### config.mk
export PLATFORM = sky130hd
export DESIGN_NAME = ps2_scan_decoder_flat
export DESIGN_NICKNAME = d
export VERILOG_FILES = /design/src/rtl/ps2_scan_decoder_if.sv /design/src/rtl/ps2_scan_decoder.sv /design/src/flat_wrapper.sv
export SDC_FILE = /design/constraint.sdc
export NUM_CORES = 1
export LEC_CHECK = 0
export BUFFER_PORTS_ARGS = -buffer_cell sky130_fd_sc_hd__buf_2
export CORE_MARGIN = 2
export CORE_UTILIZATION = 55
export CTS_CLUSTER_DIAMETER = 50
export CTS_CLUSTER_SIZE = 12
export DETAILED_ROUTE_END_ITERATION = 10
export PLACE_DENSITY_LB_ADDON = 0.1
export SLEW_MARGIN = 10
export SYNTH_ARGS = -nofsm -noshare
export SYNTH_HDL_FRONTEND = slang
export SYNTH_SLANG_ARGS = --single-unit
### constraint.sdc
create_clock -name clk -period 9 [get_ports clk]
set_input_delay 2.25 -clock clk [delete_from_list [all_inputs] [get_ports clk]]
set_output_delay 2.25 -clock clk [all_outputs]
set_load 0.02 [all_outputs]
### src/rtl/ps2_scan_decoder_if.sv
// Byte-in / event-out bus of the PS/2 scan-code decoder, plus its status outputs.
interface ps2_scan_decoder_if #(
    parameter int unsigned DEPTH_LOG2 = 3
);
    logic                byte_valid;
    logic [7:0]          byte_data;
    logic                rd_en;
    logic                ev_valid;
    logic [7:0]          ev_code;
    logic                ev_ext;
    logic                ev_break;
    logic                ev_repeat;
    logic [DEPTH_LOG2:0] fifo_level;
    logic                overflow;
    logic [7:0]          press_count;
    logic                held_valid;
    logic [7:0]          held_code;
    logic                held_ext;

    modport master (
        output byte_valid, byte_data, rd_en,
        input  ev_valid, ev_code, ev_ext, ev_break, ev_repeat,
        input  fifo_level, overflow, press_count, held_valid, held_code, held_ext
    );

    modport slave (
        input  byte_valid, byte_data, rd_en,
        output ev_valid, ev_code, ev_ext, ev_break, ev_repeat,
        output fifo_level, overflow, press_count, held_valid, held_code, held_ext
    );
endinterface

### src/rtl/ps2_scan_decoder.sv
// Turns PS/2 scan bytes into make/break/repeat key events queued in a show-ahead FIFO.
// Also tracks the held key and a wrapping count of new key presses.
module ps2_scan_decoder #(
    parameter int unsigned DEPTH_LOG2 = 3
) (
    input  logic               clk,
    input  logic               clrn,
    ps2_scan_decoder_if.slave  bus
);
    localparam int unsigned DEPTH = 1 << DEPTH_LOG2;
    localparam int unsigned LW    = DEPTH_LOG2 + 1;

    // bit 0 = E0 seen, bit 1 = F0 seen
    typedef enum logic [1:0] {
        IDLE    = 2'b00,
        EXT     = 2'b01,
        BRK     = 2'b10,
        EXT_BRK = 2'b11
    } state_t;

    typedef struct packed {
        logic       rpt;
        logic       brk;
        logic       ext;
        logic [7:0] code;
    } ev_t;

    state_t                state;
    ev_t                   mem [DEPTH];
    ev_t                   head;
    logic [DEPTH_LOG2-1:0] rd_ptr;
    logic [DEPTH_LOG2-1:0] wr_ptr;
    logic [LW-1:0]         level;
    logic                  overflow;
    logic [7:0]            press_count;
    logic                  held_valid;
    logic                  held_ext;
    logic [7:0]            held_code;

    logic                  ext_f;
    logic                  brk_f;
    logic                  is_discard;
    logic                  is_prefix;
    logic                  emit;
    logic                  held_match;
    logic                  is_repeat;
    logic                  full;
    logic                  pop;
    logic                  push;
    ev_t                   new_ev;
    ev_t                   head_n;
    logic [DEPTH_LOG2-1:0] rd_ptr_n;
    logic [LW-1:0]         level_n;

    // Byte classification, event formation and FIFO bookkeeping
    always_comb begin
        ext_f      = state[0];
        brk_f      = state[1];
        is_discard = 1'b0;
        case (bus.byte_data)
            8'h00, 8'hAA, 8'hEE, 8'hFA, 8'hFC, 8'hFE, 8'hFF: is_discard = 1'b1;
            default:                                         is_discard = 1'b0;
        endcase
        is_prefix  = (bus.byte_data == 8'hE0) || (bus.byte_data == 8'hF0);
        emit       = bus.byte_valid && !is_prefix && !is_discard;
        held_match = held_valid && (held_ext == ext_f) && (held_code == bus.byte_data);
        is_repeat  = !brk_f && held_match;

        new_ev      = '0;
        new_ev.rpt  = is_repeat;
        new_ev.brk  = brk_f;
        new_ev.ext  = ext_f;
        new_ev.code = bus.byte_data;

        full     = (level == LW'(DEPTH));
        pop      = bus.rd_en && (level != '0);
        push     = emit && (!full || pop);
        rd_ptr_n = pop ? rd_ptr + DEPTH_LOG2'(1) : rd_ptr;
        level_n  = level + LW'(push) - LW'(pop);

        // Registered head: the new entry lands at the head only when it is the sole entry
        if (level_n == '0)
            head_n = '0;
        else if (push && (level_n == LW'(1)))
            head_n = new_ev;
        else
            head_n = mem[rd_ptr_n];
    end

    always_ff @(posedge clk or negedge clrn) begin
        if (!clrn) begin
            state       <= IDLE;
            head        <= '0;
            rd_ptr      <= '0;
            wr_ptr      <= '0;
            level       <= '0;
            overflow    <= 1'b0;
            press_count <= '0;
            held_valid  <= 1'b0;
            held_ext    <= 1'b0;
            held_code   <= '0;
        end else begin
            if (bus.byte_valid) begin
                case (bus.byte_data)
                    8'hE0:   state <= brk_f ? EXT_BRK : EXT;
                    8'hF0:   state <= ext_f ? EXT_BRK : BRK;
                    default: state <= IDLE;
                endcase
            end

            // Held-key tracking applies whether or not the FIFO accepts the event
            if (emit) begin
                if (!brk_f) begin
                    if (!held_match) begin
                        press_count <= press_count + 8'd1;
                        held_valid  <= 1'b1;
                        held_ext    <= ext_f;
                        held_code   <= bus.byte_data;
                    end
                end else if (held_match) begin
                    held_valid <= 1'b0;
                end
            end

            if (emit && !push) overflow <= 1'b1;
            if (push)          wr_ptr   <= wr_ptr + DEPTH_LOG2'(1);
            rd_ptr <= rd_ptr_n;
            level  <= level_n;
            head   <= head_n;
        end
    end

    always_ff @(posedge clk) begin
        if (push) mem[wr_ptr] <= new_ev;
    end

    assign bus.ev_valid    = (level != '0);
    assign bus.ev_code     = head.code;
    assign bus.ev_ext      = head.ext;
    assign bus.ev_break    = head.brk;
    assign bus.ev_repeat   = head.rpt;
    assign bus.fifo_level  = level;
    assign bus.overflow    = overflow;
    assign bus.press_count = press_count;
    assign bus.held_valid  = held_valid;
    assign bus.held_code   = held_code;
    assign bus.held_ext    = held_ext;
endmodule

### src/flat_wrapper.sv
// flat-port wrapper written by rule: the top's interface ports become plain ports
module ps2_scan_decoder_flat 
#(
    parameter int unsigned DEPTH_LOG2 = 3
)
  (clk, clrn, bus_byte_valid, bus_byte_data, bus_rd_en, bus_ev_valid, bus_ev_code, bus_ev_ext, bus_ev_break, bus_ev_repeat, bus_fifo_level, bus_overflow, bus_press_count, bus_held_valid, bus_held_code, bus_held_ext);
  ps2_scan_decoder_if #(.DEPTH_LOG2(DEPTH_LOG2)) bus_i ();
  input  logic clk;
  input  logic clrn;
  input wire logic [$bits(bus_i.byte_valid)-1:0] bus_byte_valid;
  input wire logic [$bits(bus_i.byte_data)-1:0] bus_byte_data;
  input wire logic [$bits(bus_i.rd_en)-1:0] bus_rd_en;
  output wire logic [$bits(bus_i.ev_valid)-1:0] bus_ev_valid;
  output wire logic [$bits(bus_i.ev_code)-1:0] bus_ev_code;
  output wire logic [$bits(bus_i.ev_ext)-1:0] bus_ev_ext;
  output wire logic [$bits(bus_i.ev_break)-1:0] bus_ev_break;
  output wire logic [$bits(bus_i.ev_repeat)-1:0] bus_ev_repeat;
  output wire logic [$bits(bus_i.fifo_level)-1:0] bus_fifo_level;
  output wire logic [$bits(bus_i.overflow)-1:0] bus_overflow;
  output wire logic [$bits(bus_i.press_count)-1:0] bus_press_count;
  output wire logic [$bits(bus_i.held_valid)-1:0] bus_held_valid;
  output wire logic [$bits(bus_i.held_code)-1:0] bus_held_code;
  output wire logic [$bits(bus_i.held_ext)-1:0] bus_held_ext;
  assign bus_i.byte_valid = bus_byte_valid;
  assign bus_i.byte_data = bus_byte_data;
  assign bus_i.rd_en = bus_rd_en;
  assign bus_ev_valid = bus_i.ev_valid;
  assign bus_ev_code = bus_i.ev_code;
  assign bus_ev_ext = bus_i.ev_ext;
  assign bus_ev_break = bus_i.ev_break;
  assign bus_ev_repeat = bus_i.ev_repeat;
  assign bus_fifo_level = bus_i.fifo_level;
  assign bus_overflow = bus_i.overflow;
  assign bus_press_count = bus_i.press_count;
  assign bus_held_valid = bus_i.held_valid;
  assign bus_held_code = bus_i.held_code;
  assign bus_held_ext = bus_i.held_ext;
  ps2_scan_decoder #(.DEPTH_LOG2(DEPTH_LOG2)) u_core (.clk(clk), .clrn(clrn), .bus(bus_i));
endmodule
==> Word-level counts from Yosys, hierarchy flattened <==
Memory sizes are Yosys's and may differ from the RTL's.
Index checks and enable logic that the tools add are counted.
{ "word_totals": {"reg_bits": 42, "mem_bits_rw": 88, "output_inout_bits": 35, "mem_count": 1} }
{ "mem_list": {"columns": ["name", "words", "word_bits", "rd", "rd_ports_with_merged_regs", "wr", "line_no", "source"], "rows": [
  ["u_core.mem", 8, 11, 1, 0, 1, "ps2_scan_decoder.sv:29", "ev_t mem [DEPTH];"]
]} }
{ "op_classes": {"addsub": 5, "n_eq_ne": 14, "muxes": 12, "bitwise_logic": 2, "n_reduce_logical": 22} }
{ "op_table": {"columns": ["cell", "count"], "rows": [
  ["$eq A8 B8 Y1 const B", 8],
  ["$mux W11", 2],
  ["$logic_and A1 B1 Y1", 9],
  ["$add A8 B1 Y8 const B", 1],
  ["$eq A8 B8 Y1", 1],
  ["$logic_not A8 Y1", 1],
  ["$mux W1", 7],
  ["$reduce_or A7 Y1", 1],
  ["$add A3 B1 Y3 const B", 2],
  ["$reduce_and A3 Y1", 2],
  ["$logic_not A1 Y1", 5],
  ["$add A4 B1 Y4", 1],
  ["$eq A4 B1 Y1 const B", 1],
  ["$eq A4 B4 Y1 const B", 1],
  ["$logic_not A4 Y1", 1],
  ["$pmux W2 S2", 1],
  ["$reduce_bool A4 Y1", 1],
  ["$sub A4 B1 Y4", 1],
  ["$mux W3", 1],
  ["$logic_or A1 B1 Y1", 2],
  ["$mux W2", 1],
  ["$ne A2 B1 Y1 const B", 1],
  ["$ne A2 B2 Y1 const B", 1],
  ["$not A1 Y1", 2],
  ["$eq A1 B1 Y1", 1]
]} }

==> Longest topological paths before layout <==
Gate-level depths: netlist of run 1.
{ "depth": {"word_depth": 12, "mapped_depth": 16, "mapped_depth_nobuf": 14} }

==> Worst setup path before layout of run 1 <==
No wires, ideal clock.
{ "synth_path": {"kind": "input to register", "startpoint": "input bus_byte_data[3]", "endpoint": "register u_core.head, in the netlist u_core.bus.ev_code[0]", "setup_ps": 144, "arrival_ps": 5315, "required_ps": 8856, "path_slack_ps": 3540, "cell_stages": 15, "cell_sequence": "clkbuf_1 > nand4_1 > a21o_1 > o211ai_1 > nand2b_1 > buf_2 > inv_1 > ha_1 > fa_1 > nor2_1 > o21bai_1 > a221o_1 > clkbuf_1 > nor2_1 > nor3_1"} }
{ "synth_lines": {"columns": ["item", "line_no", "source"], "rows": [
  ["start, declared", "flat_wrapper.sv:11", "input wire logic [$bits(bus_i.byte_data)-1:0] bus_byte_data;"],
  ["end signal, assigned", "ps2_scan_decoder.sv:129", "head <= head_n;"],
  ["end, declared", "ps2_scan_decoder.sv:30", "ev_t head;"]
]} }

==> results of run 1 <==
## layer usage
metal / share of wire / up-vias
met5: 0 / -
met4: 0.023 / 0
met3: 0.053 / 27
met2: 0.50 / 145
met1: 0.42 / 2245
li1: - / 1982
## metrics by stage
step                      power [mW]  cells   util
after floorplan                 1.71    459      -
after global placement          2.02    625  0.601
after detailed placement        2.04    625  0.601
after CTS                       2.77    657  0.659
after global routing            2.92    657  0.659
final                           2.77    657  0.659
## final cells by class
class                           count  area [sq um]  area share
Clock buffer                       22           473      0.0662
Clock inverter                     10           154      0.0215
Inverter                           17          63.8     0.00893
Multi-Input combinational cell    276          2230       0.313
Sequential cell                   130          3690       0.517
Tap cell                          140           175      0.0245
Timing Repair Buffer               62           350      0.0490
## logic make-up (layout without fill, tap and decap cells)
logic type                 count (synthesis)  count (layout)  synth area share
AOI/OAI and AO/OA                        152             152             0.206
xor gates and xnor gates                  21              21            0.0301
adders and majority gates                 13              13            0.0274
buffers and inverters                     53             111            0.0360
DFF                                      130             130             0.604
muxes                                     14              14            0.0258
and+or+nand+nor                           76              76            0.0698
## where the power goes
part,internal (mW),total (mW),switching (mW)
logic,0.463,1.16,0.701
clock network,0.476,0.721,0.244
registers,0.782,0.881,0.0993
total,1.72,2.77,1.05
## path summary, 6_finish.rpt
path	startpoint	to	cells after the start
min	u_core.bus.press_count[7]	u_core.bus.press_count[7]	1
max in group asynchronous	clrn	u_core.bus.press_count[4]	1
max	bus_byte_data[2]	u_core.bus.ev_code[6]	14
min reg2reg	u_core.bus.press_count[7]	u_core.bus.press_count[7]	1
min in group asynchronous	clrn	u_core.rd_ptr[0]	1
max reg2reg	u_core.bus.fifo_level[2]	u_core.bus.ev_code[6]	13
## synth_stat cells (10+ instances only)
| cell | number | area share |
|---|---|---|
| o21a_1 | 10 | 0.012 |
| nand2_1 | 10 | 0.0061 |
| o221ai_1 | 61 | 0.087 |
| buf_2 | 14 | 0.011 |
| mux2_2 | 14 | 0.026 |
| ha_1 | 11 | 0.023 |
| xor2_1 | 12 | 0.017 |
| dfrtp_1 | 42 | 0.17 |
| o22ai_1 | 21 | 0.021 |
| a221o_1 | 11 | 0.018 |
| a21o_1 | 12 | 0.015 |
| clkbuf_1 | 20 | 0.012 |
| inv_1 | 15 | 0.0092 |
| edfxtp_1 | 88 | 0.43 |
| nor3_1 | 24 | 0.020 |
## registers in the layout, indices dropped and copies added (netlist names)
signal,cells
u_core.bus.press_count,8
u_core.bus.held_valid,1
u_core.bus.ev_code,8
u_core.wr_ptr,3
u_core.rd_ptr,3
u_core.bus.ev_repeat,1
u_core.bus.fifo_level,4
u_core.bus.ev_ext,1
u_core.bus.ev_break,1
u_core.bus.overflow,1
u_core.state,2
u_core.bus.held_code,8
u_core.mem,88
u_core.bus.held_ext,1
==> flow_summary.yaml, run 1 <==
sta:
  fmax_mhz: 171
  relSlewSlack: 0.152
  maxSlewViolCount: 0
  finalClockSkew_ps: 8.44
  fin_crit_ps: 5860
  tns_ps: 0
  post-route-period-util: 0.651
  setup_viol: 0
  rsz0062_at_grt: "no"
  hold_slack_ps: 479
  setup_ws_ps: 3140
  hold_viol: 0
  tightest_slew_ps: 1270
synthesis:
  synth_flop_cell: "edfxtp_1"
  async_flop_share: 0.323
  postSynthCellCount: 459
  ys_ff_latch: 130
  synth_area_sq_um: 6110
  yosysWarnings: 0
  synth.distinct_cells: 50
  syn_nets: 483
  avgSynthCellArea_sq_um: 13.3
  synth_edf_count: 88
  ys_seq_area_frac: 0.604
cells_and_area:
  diodes: 0
  fill_cells: 793
  areaGrowthSynthToFinish_pct: 16.9
  mostFrequentLayoutCell: "edfxtp_1"
  final_cell_mix: "edfxtp_1, o221ai_1, buf_2, dfrtp_1, nor3_1"
  nets: 528
  final_area_sq_um: 7140
  layout-drive-gt1-share: 0.226
outcome:
  status: "finished, final reports clean"
place:
  dpl_cell_area_sq_um: 6520
  portBuffers: 46
  gp_congestion: 0.780
  place_ws_ps: 2680
  dpl.hpwl_mm: 9.49
clock_network:
  cts_resized: 0
  clock-root-buffer: "clkbuf_8"
  cts_tree: "done"
  cts_hold_buf: 0
  clock_sinks: 130
  numCtsBuffers: 17
  htreeDepth: 4
  cts.clk_slew.worst_paths_ps: 60
  post_cts_buffers: 0
  cts_max_path_buffers: 2
  clk_latency_ps: 530
grt:
  grt_use_total: 0.269
  grtUsageMet2: 0.440
  top_usage_layer: "met2"
  grt_pass1_wl_mm: 23.3
  grt-ovfl-total: 0
  antenna_found_initial: 0
  gr-usage-met1: 0.352
  grt_use_met3: 0.0587
  grt_pass1_vias: 4223
  grt_max_degree: 47
floorplanning:
  dieArea_sq_um: 12000
  io_pins: 47
  core_sq_um: 10800
  chipWidth_um: 109
  die_h_um: 109
  fp-row-count: 38
  start_util: 0.564
route:
  num_vias: 4399
  first_pass_iters: 5
  wl_per_cell_um: 23.3
  antenna_left: 0
  drc: 0
  drtIter0Drc: 380
  routed_wl_mm: 15.3
  via_per_inst: 6.70
critical_path:
  end_kind: "flop"
  crit_path_start_kind: "input port"
  cp.arrival_ps: 6230
  max_stage_delay_ps: 680
  crit_fanout: 29
  crit_slowest_cell: "a221o_1"
  required_ps: 9370
  cpMostUsedCell: "nor2_1"
  path_cells: "buf_2 -> nor4_1 -> o21ai_0 -> o211ai_1 -> nand2b_1 -> buf_4 -> inv_1 -> ha_1 -> fa_1 -> nor2_1 -> o21bai_1 -> a221o_1 -> nor2_1 -> nor3_1"
  crit_type: "input port to flop"
  regToRegSetupSlack_ps: 4770
  critical_path_buf_inv_count: 3
  crit_family: "simple AND/OR/NAND/NOR gates"
run:
  drv_cap: 0
power:
  leakage_nw: 2.62
  peakVddDrop_uv: 271
  power.density_nw_per_um2: 387
worst_hold_path:
  hp-class: "flop to flop"
Note: power is estimated with default switching activity, not from simulation.
==> run 2, diff against run 1 <==
Clock period 9 ns to 5.4 ns, I/O delays scaled along.
==> flow_summary.yaml, run 2 (synthesis results as in run 1) <==
critical_path:
  end_kind: "flop"
  reg2regPathDepth: 13
  cpMostUsedCell: "nor2_1"
  crit_path_start_kind: "input port"
  crit_type: "input port to flop"
  cp.depth: 13
  max_stage_delay_ps: 580
  crit_slowest_cell: "nor2_1"
  critical_path_buf_inv_count: 2
  required_ps: 5770
  cp.arrival_ps: 4540
  path_cells: "buf_2 -> nand3_1 -> a21o_1 -> o211ai_1 -> nand2b_1 -> inv_1 -> ha_1 -> fa_1 -> nor2_1 -> o21bai_1 -> a221o_1 -> nor2_1 -> nor3_1"
  crit_family: "simple AND/OR/NAND/NOR gates"
  crit_fanout: 14
clock_network:
  clock_sinks: 130
  cts.clk_slew.worst_paths_ps: 60
  cts_hold_buf: 0
  cts_tree: "done"
  post_cts_buffers: 0
  numCtsBuffers: 17
  cts_resized: 0
  clock-root-buffer: "clkbuf_8"
  htreeDepth: 4
  clk_latency_ps: 530
  cts_max_path_buffers: 2
grt:
  grt_use_total: 0.270
  grt-ovfl-total: 0
  antenna_found_initial: 0
  grt_pass1_vias: 4291
  grt_pass1_wl_mm: 23.3
  grt_max_degree: 51
floorplanning:
  fp-row-count: 38
  core_sq_um: 10800
  die_h_um: 109
  start_util: 0.564
  chipWidth_um: 109
  dieArea_sq_um: 12000
  io_pins: 47
route:
  drc: 0
  wl_per_cell_um: 23.1
  antenna_left: 0
  routed_wl_mm: 15.2
  first_pass_iters: 5
  drtIter0Drc: 416
  num_vias: 4435
  via_per_inst: 6.72
cells_and_area:
  diodes: 0
  fill_cells: 816
  multiInputGateArea_sq_um: 2240
  areaGrowthSynthToFinish_pct: 15.6
  final-instance-count-excl-fill: 660
  largest_register: "u_core.mem"
  mostFrequentLayoutCell: "edfxtp_1"
  layout-drive-gt1-share: 0.227
  final_core_util: 0.652
  largest_reg_flops: 88
  nets: 531
  final_cell_mix: "edfxtp_1, o221ai_1, buf_2, dfrtp_1, nor3_1"
  regArea_sq_um: 3690
power:
  peakVddDrop_uv: 666
  p_sw_frac: 0.392
  p_switching_mw: 1.74
  combPwrFrac: 0.446
  p_seq_frac: 0.329
  clkPwrFrac: 0.225
  internal_power_mw: 2.70
  leakage_nw: 2.59
  power.density_nw_per_um2: 628
sta:
  post-route-period-util: 0.773
  tightest_slew_ps: 1100
  finalClockSkew_ps: 10.3
  rsz0062_at_grt: "no"
  setup_ws_ps: 1220
  tns_ps: 0
  fmax_mhz: 239
  maxSlewViolCount: 0
  hold_viol: 0
  setup_viol: 0
  fin_crit_ps: 4180
  relSlewSlack: 0.261
outcome:
  status: "finished, final reports clean"
place:
  post-place-cells: 628
  gp_congestion: 0.843
  dpl.hpwl_mm: 9.35
  portBuffers: 46
  place_ws_ps: 705
worst_hold_path:
  whs_path_depth: 1
  hp-class: "flop to flop"
run:
  drv_cap: 0
[run 2: cell count changes in the layout (fill, tap and decap cells not counted), sizes merged]
cell    delta
clkbuf     -3
clkinv     +6
buf        +3
bufinv     -3
[run 2: path summary, 6_finish.rpt]
path / start / slack, ps / end
max: bus_byte_data[7] / 1220 / u_core.bus.ev_code[2]
min: u_core.bus.press_count[5] / 490 / u_core.bus.press_count[5]
max reg2reg: u_core.bus.fifo_level[2] / 1580 / u_core.bus.ev_code[2]
min reg2reg: u_core.bus.press_count[5] / 490 / u_core.bus.press_count[5]
max in group asynchronous: clrn / 3820 / u_core.bus.held_code[1]
min in group asynchronous: clrn / 970 / u_core.rd_ptr[1]
[run 2: layout make-up]
cell class,count,area share
Sequential cell,130,0.523
Multi-Input combinational cell,276,0.318
Clock buffer,19,0.0597
Timing Repair Buffer,65,0.0528
Tap cell,140,0.0248
Clock inverter,13,0.0135
Inverter,17,0.00903
[run 2: power by group through the flow]
stage	registers (mW)	logic (mW)	clock network, mW
6_report	1.46	1.98	1.00
4_1_cts	1.46	1.97	1.01
2_1_floorplan	1.54	1.31	0
5_1_grt	1.48	2.16	1.06
3_5_place_dp	1.48	1.96	0
3_3_place_gp	1.47	1.92	0
[run 2: stage by stage]
stage	total power [mW]	instance area, sq um	hold slack (ps)
3_3_place_gp	3.39	6540	454
3_5_place_dp	3.44	6540	474
2_1_floorplan	2.85	6110	549
5_1_grt	4.70	7070	516
6_report	4.44	7070	486
4_1_cts	4.44	7060	486
[run 2: routing by layer]
| layer | track usage | share of wire |
|---|---|---|
| met1 | 0.356 | 0.41 |
| met2 | 0.423 | 0.48 |
| met3 | 0.0658 | 0.078 |
| met4 | 0.128 | 0.034 |
| met5 | 0 | 0 |
